File: config.mk
export PLATFORM = sky130hd
export DESIGN_NAME = idex_shift_stage
export DESIGN_NICKNAME = d
export VERILOG_FILES = /design/src/rtl/pipeline_pkg.sv /design/src/rtl/fwd_mux.sv /design/src/rtl/idex_shift_stage.sv
export SDC_FILE = /design/constraint.sdc
export NUM_CORES = 1
export LEC_CHECK = 0
export BUFFER_PORTS_ARGS = -buffer_cell sky130_fd_sc_hd__buf_2
export CORE_AREA = 4 4 133 135
export CTS_CLUSTER_SIZE = 28
export DETAILED_ROUTE_END_ITERATION = 12
export DIE_AREA = 0 0 137 139
export GPL_TIMING_DRIVEN = 0
export PLACE_DENSITY_LB_ADDON = 0.12
export SLEW_MARGIN = 20
export SYNTH_ARGS = -nofsm -noshare
export SYNTH_HDL_FRONTEND = slang
export SYNTH_SLANG_ARGS = --single-unit
File: constraint.sdc
create_clock -name i_clk -period 2.65 [get_ports i_clk]
set_input_delay 0.6625 -clock i_clk [delete_from_list [all_inputs] [get_ports i_clk]]
set_output_delay 0.6625 -clock i_clk [all_outputs]
set_load 0.02 [all_outputs]
File: src/rtl/pipeline_pkg.sv
// pipeline_pkg: shared RV32I decode constants and forwarding-source encoding.
package pipeline_pkg;
  localparam logic [6:0] OPC_OP     = 7'b0110011;
  localparam logic [6:0] OPC_OP_IMM = 7'b0010011;
  localparam logic [2:0] F3_SLL     = 3'b001;
  localparam logic [2:0] F3_SRL_SRA = 3'b101;
  localparam logic [6:0] F7_BASE    = 7'b0000000;
  localparam logic [6:0] F7_ALT     = 7'b0100000;
  typedef enum logic [1:0] {FWD_RF, FWD_MEM, FWD_WB} fwd_sel_e;
endpackage

File: src/rtl/fwd_mux.sv
// fwd_mux: picks the freshest value of one source register; MEM beats WB, x0 is never forwarded.
module fwd_mux
  import pipeline_pkg::*;
#(
  parameter int W = 32
) (
  input  logic [4:0]   i_rs_addr,
  input  logic [W-1:0] i_rf_data,
  input  logic [4:0]   i_mem_rd_addr,
  input  logic         i_mem_rd_wren,
  input  logic [W-1:0] i_mem_data,
  input  logic [4:0]   i_wb_rd_addr,
  input  logic         i_wb_rd_wren,
  input  logic [W-1:0] i_wb_data,
  output logic [W-1:0] o_data,
  output fwd_sel_e     o_sel
);
  always_comb begin
    o_sel  = (i_mem_rd_wren && i_mem_rd_addr == i_rs_addr && i_rs_addr != 5'd0) ? FWD_MEM :
             (i_wb_rd_wren  && i_wb_rd_addr  == i_rs_addr && i_rs_addr != 5'd0) ? FWD_WB  : FWD_RF;
    o_data = o_sel == FWD_MEM ? i_mem_data : o_sel == FWD_WB ? i_wb_data : i_rf_data;
  end
endmodule

File: src/rtl/idex_shift_stage.sv
// idex_shift_stage: ID/EX register with shift decode and MEM/WB operand forwarding feeding the EX barrel shifter.
module idex_shift_stage
  import pipeline_pkg::*;
#(
  parameter int          XLEN      = 32,
  parameter logic [31:0] NOP_INSTR = 32'h0000_0013
) (
  input  logic            i_clk,
  input  logic            i_rst_n,
  input  logic            i_stall,
  input  logic            i_flush,
  input  logic            i_id_valid,
  input  logic [XLEN-1:0] i_id_pc,
  input  logic [31:0]     i_id_instr,
  input  logic [XLEN-1:0] i_id_rs1_data,
  input  logic [XLEN-1:0] i_id_rs2_data,
  input  logic [4:0]      i_mem_rd_addr,
  input  logic            i_mem_rd_wren,
  input  logic [XLEN-1:0] i_mem_alu_data,
  input  logic [4:0]      i_wb_rd_addr,
  input  logic            i_wb_rd_wren,
  input  logic [XLEN-1:0] i_wb_rd_data,
  output logic            o_ex_valid,
  output logic [XLEN-1:0] o_ex_pc,
  output logic [31:0]     o_ex_instr,
  output logic [4:0]      o_ex_rd_addr,
  output logic            o_ex_rd_wren,
  output logic            o_ex_is_shift,
  output logic [XLEN-1:0] o_shift_data_in,
  output logic            o_shift_rightleft,
  output logic            o_shift_arith,
  output logic [4:0]      o_shift_amount,
  output logic [XLEN-1:0] o_ex_rs2_fwd
);
  logic            valid_q, valid_d, rd_wren_q, rd_wren_d, is_shift_q, is_shift_d;
  logic            rightleft_q, rightleft_d, arith_q, arith_d;
  logic [XLEN-1:0] pc_q, pc_d, rs1_data_q, rs1_data_d, rs2_data_q, rs2_data_d;
  logic [31:0]     instr_q, instr_d;
  logic [6:0]      opc, f7;
  logic [2:0]      f3;
  logic            is_alu, sll, srl, sra, dec_shift, bubble, hold;
  fwd_sel_e        rs1_sel_unused, rs2_sel_unused;
  // An invalid ID slot loads exactly like a flush so EX never sees stale fields.
  always_comb begin
    opc         = i_id_instr[6:0];
    f3          = i_id_instr[14:12];
    f7          = i_id_instr[31:25];
    is_alu      = opc == OPC_OP || opc == OPC_OP_IMM;
    sll         = f3 == F3_SLL && f7 == F7_BASE;
    srl         = f3 == F3_SRL_SRA && f7 == F7_BASE;
    sra         = f3 == F3_SRL_SRA && f7 == F7_ALT;
    dec_shift   = is_alu && (sll || srl || sra);
    bubble      = i_flush || !i_id_valid;
    hold        = i_stall && !i_flush;
    valid_d     = hold ? valid_q     : !bubble;
    pc_d        = hold ? pc_q        : bubble ? '0 : i_id_pc;
    instr_d     = hold ? instr_q     : bubble ? NOP_INSTR : i_id_instr;
    rs1_data_d  = hold ? rs1_data_q  : bubble ? '0 : i_id_rs1_data;
    rs2_data_d  = hold ? rs2_data_q  : bubble ? '0 : i_id_rs2_data;
    rd_wren_d   = hold ? rd_wren_q   : !bubble && i_id_instr[11:7] != 5'd0;
    is_shift_d  = hold ? is_shift_q  : !bubble && dec_shift;
    rightleft_d = hold ? rightleft_q : !bubble && dec_shift && (srl || sra);
    arith_d     = hold ? arith_q     : !bubble && dec_shift && sra;
  end
  always_ff @(posedge i_clk or negedge i_rst_n) begin
    if (!i_rst_n) begin
      valid_q     <= 1'b0;
      pc_q        <= '0;
      instr_q     <= NOP_INSTR;
      rs1_data_q  <= '0;
      rs2_data_q  <= '0;
      rd_wren_q   <= 1'b0;
      is_shift_q  <= 1'b0;
      rightleft_q <= 1'b0;
      arith_q     <= 1'b0;
    end else begin
      valid_q     <= valid_d;
      pc_q        <= pc_d;
      instr_q     <= instr_d;
      rs1_data_q  <= rs1_data_d;
      rs2_data_q  <= rs2_data_d;
      rd_wren_q   <= rd_wren_d;
      is_shift_q  <= is_shift_d;
      rightleft_q <= rightleft_d;
      arith_q     <= arith_d;
    end
  end
  fwd_mux #(.W(XLEN)) u_rs1_fwd (
    .i_rs_addr    (instr_q[19:15]),
    .i_rf_data    (rs1_data_q),
    .i_mem_rd_addr(i_mem_rd_addr),
    .i_mem_rd_wren(i_mem_rd_wren),
    .i_mem_data   (i_mem_alu_data),
    .i_wb_rd_addr (i_wb_rd_addr),
    .i_wb_rd_wren (i_wb_rd_wren),
    .i_wb_data    (i_wb_rd_data),
    .o_data       (o_shift_data_in),
    .o_sel        (rs1_sel_unused)
  );
  fwd_mux #(.W(XLEN)) u_rs2_fwd (
    .i_rs_addr    (instr_q[24:20]),
    .i_rf_data    (rs2_data_q),
    .i_mem_rd_addr(i_mem_rd_addr),
    .i_mem_rd_wren(i_mem_rd_wren),
    .i_mem_data   (i_mem_alu_data),
    .i_wb_rd_addr (i_wb_rd_addr),
    .i_wb_rd_wren (i_wb_rd_wren),
    .i_wb_data    (i_wb_rd_data),
    .o_data       (o_ex_rs2_fwd),
    .o_sel        (rs2_sel_unused)
  );
  assign o_ex_valid        = valid_q;
  assign o_ex_pc           = pc_q;
  assign o_ex_instr        = instr_q;
  assign o_ex_rd_addr      = instr_q[11:7];
  assign o_ex_rd_wren      = rd_wren_q;
  assign o_ex_is_shift     = is_shift_q;
  assign o_shift_rightleft = rightleft_q;
  assign o_shift_arith     = arith_q;
  assign o_shift_amount    = instr_q[6:0] == OPC_OP_IMM ? instr_q[24:20] : o_ex_rs2_fwd[4:0];
endmodule

==> flow_summary_export.csv <==
group,metric,value,unit
status,status,"complete, but fails checks",
status,violations,"negative setup slack",
cells_and_area,fin_cells,1226,
floorplan,core_area,0.0165,sq mm
logic_synthesis,synth.avg_cell_area,11.2,sq um
cells_and_area,drive_gt1_frac,0.509,
timing,clock_skew,0,ps
timing,hold_viol,0,
timing,relSlewSlack,0.518,
run,drv_cap,0,
clock_tree,cts_sinks,133,
floorplan,initial_core_util,0.396,
logic_synthesis,synth.distinct_cells,43,
clock_tree,cts_tree,"done",
timing,finalCritPeriodShare,1.18,
grt,grt_max_degree,69,
setup_path,cp.arrival,2470,ps
timing,max_freq,320,MHz
detailed_routing,drt_iter0_drc,284,
placement,dpl_cell_area,0.00860,sq mm
cells_and_area,areaGrowthSynthToFinish,55.4,%
clock_tree,clk_latency,420,ps
setup_path,end_kind,"output port",
grt,grt_pass1_vias,6664,
cells_and_area,fin_util,0.615,
grt,grt_pass1_wl,37400,um
logic_synthesis,syn_inst,583,
logic_synthesis,synth_nets,792,
pwr,ir_drop,0.000425,V
timing,rsz0062_at_grt,"yes",
detailed_routing,drt-vias-per-instance,5.24,
clock_tree,clkTransAtPathRegs,70,ps
floorplan,die_w,137,um
placement,portBuffers,351,
pwr,powerDensity,520,mW/mm^2
cells_and_area,final_common_cell,"buf_2",
cells_and_area,fin_nets,1200,
detailed_routing,vias,6426,
logic_synthesis,synth_edf_count,0,
cells_and_area,fill_cells,1415,
clock_tree,hold_buffers,0,
clock_tree,clock_path_buffers,2,
setup_path,crit_type,"flip-flop to output port",
grt,antenna_found_initial,2,
timing,tightest_slew,722,ps
placement,pre_cts_ws,-626,ps
setup_path,r2r_cells,3,
cells_and_area,stdcell_area,0.0101,sq mm
clock_tree,cts_root_buf,"clkbuf_16",
floorplan,dieArea,0.0190,sq mm
logic_synthesis,ys_warn_count,0,
timing,drv_slew,0,
clock_tree,cts_buffers,17,
hold_path,hold_class,"input port to async pin",
timing,fin_ws,-479,ps
detailed_routing,ant_nets,0,
grt,overflow,0,
setup_path,cp_max_fo,5,
logic_synthesis,mappedNetlistArea,0.00652,sq mm
setup_path,startpoint_type,"flip-flop",
logic_synthesis,ys.flop_type,"dfrtp_1",
grt,track_usage,0.256,
pwr,p_leak,5.02,nW
floorplan,die_h,139,um
detailed_routing,routed_wl,25500,um
cells_and_area,final_cell_mix,"buf_2 (297), a22o_1 (127), dfrtp_1 (120)",
detailed_routing,firstDrtPassIters,6,
timing,fin_crit,3130,ps
setup_path,worstPathRequired,1990,ps
clock_tree,cts.htree.levels,4,
detailed_routing,drc_errors,0,
timing,whs,181,ps
placement,dpl.cell_count,1155,
logic_synthesis,yosys_register_bits,133,
placement,dp_hpwl,18800,um
floorplan,pin_count,352,
placement,gp_congestion,0.890,
detailed_routing,wire_per_inst,20.8,um
floorplan,row_count,47,
logic_synthesis,ys_seq_area_frac,0.511,
logic_synthesis,async_reset_ff_frac,1.00,
timing,setup_violations,69,
## worst max-delay path, cell delays in order (launching register included)
cell,delay [ps]
dfrtp_2,430
buf_6,130
xnor2_2,110
nand4_1,220
buf_4,210
or3_4,410
a31oi_4,230
mux2_4,180
buf_6,110
## timing repair
item | CTS | global route
gates resized for setup | 135 | 44
endpoints found under the setup margin | 69 | 69
pin swaps | 13 | 18
cloned | 2 | 3
endpoints found under the hold margin | 0 | 0
buffers inserted | 28 | 8
## sequential cells by signal (all words and copies together), names as in the netlist
signal,cells
o_ex_rd_wren,1
o_shift_arith,1
o_ex_is_shift,1
o_ex_instr,32
o_ex_pc,32
o_shift_rightleft,1
o_ex_valid,1
rs1_data_q,32
rs2_data_q,32
## per-stage QoR
step | power [mW] | setup TNS [ps]
after detailed placement | 2.98 | -28030
final | 5.27 | -25690
after global routing | 5.46 | -31440
after CTS | 5.26 | -26040
after floorplan | 2.57 | 0
after global placement | 2.97 | -145630
## per-layer routing
metal | routed length (um) | GRT usage
met1 | 9900 | 0.307
met2 | 12700 | 0.433
met3 | 2180 | 0.0704
met4 | 686 | 0.103
met5 | 0 | 0
## final cells by class
cell class              instances  area (sq um)  share of cell area
diodes                          2          5.00            0.000494
plain buffers                  51           408              0.0403
repair buffers                389          2390               0.236
flip-flops and latches        133          3340               0.330
clock inverters                14           111              0.0110
inverters                       1          3.75            0.000371
well taps                     220           275              0.0272
clock buffers                  18           439              0.0433
multi-input cells             398          3150               0.311
## Yosys cell counts, types with 5 or more instances
library cell  number  area [sq um]
dfrtp_1          130          3250
a22o_1           127          1110
nand2_1           75           282
mux2i_1           59           591
o21ai_1           57           285
clkbuf_1          30           113
xnor2_1           16           140
buf_4              8          60.1
nor2_1             8          30.0
buf_2              7          35.0
nand4_1            6          37.5
nand2b_1           5          31.3
## cell families after synthesis
family | after synthesis | share of synthesized area
muxes | 60 | 0.0923
and+or+nand+nor | 116 | 0.0916
xor gates and xnor gates | 20 | 0.0269
DFF | 133 | 0.511
buffers and inverters | 52 | 0.0405
AOI/OAI and AO/OA | 202 | 0.237
## where the power goes
part           leakage [nW]  switching (mW)  internal (mW)
Sequential             1.79          0.0576           2.11
Clock                 0.271           0.971           1.25
Combinational          2.96           0.485          0.398
Total                  5.02            1.51           3.75
## final timing paths
| path | startpoint | to | slack, ps |
|---|---|---|---|
| min | i_rst_n | rs1_data_q[17]$_DFFE_PN0N_ | 180 |
| max in group asynchronous | i_rst_n | o_ex_instr[4]$_DFFE_PN1N_ | 1710 |
| min in group i_clk | i_id_pc[10] | o_ex_pc[10]$_DFFE_PN0N_ | 460 |
| max | o_ex_instr[21]$_DFFE_PN0N_ | o_shift_amount[0] | -480 |
| min reg2reg | o_shift_arith$_DFFE_PN0N_ | o_shift_arith$_DFFE_PN0N_ | 470 |
| max reg2reg | o_ex_instr[21]$_DFFE_PN0N_ | o_ex_instr[21]$_DFFE_PN0N_ | 1670 |
Power figures use the tool's default switching activity.
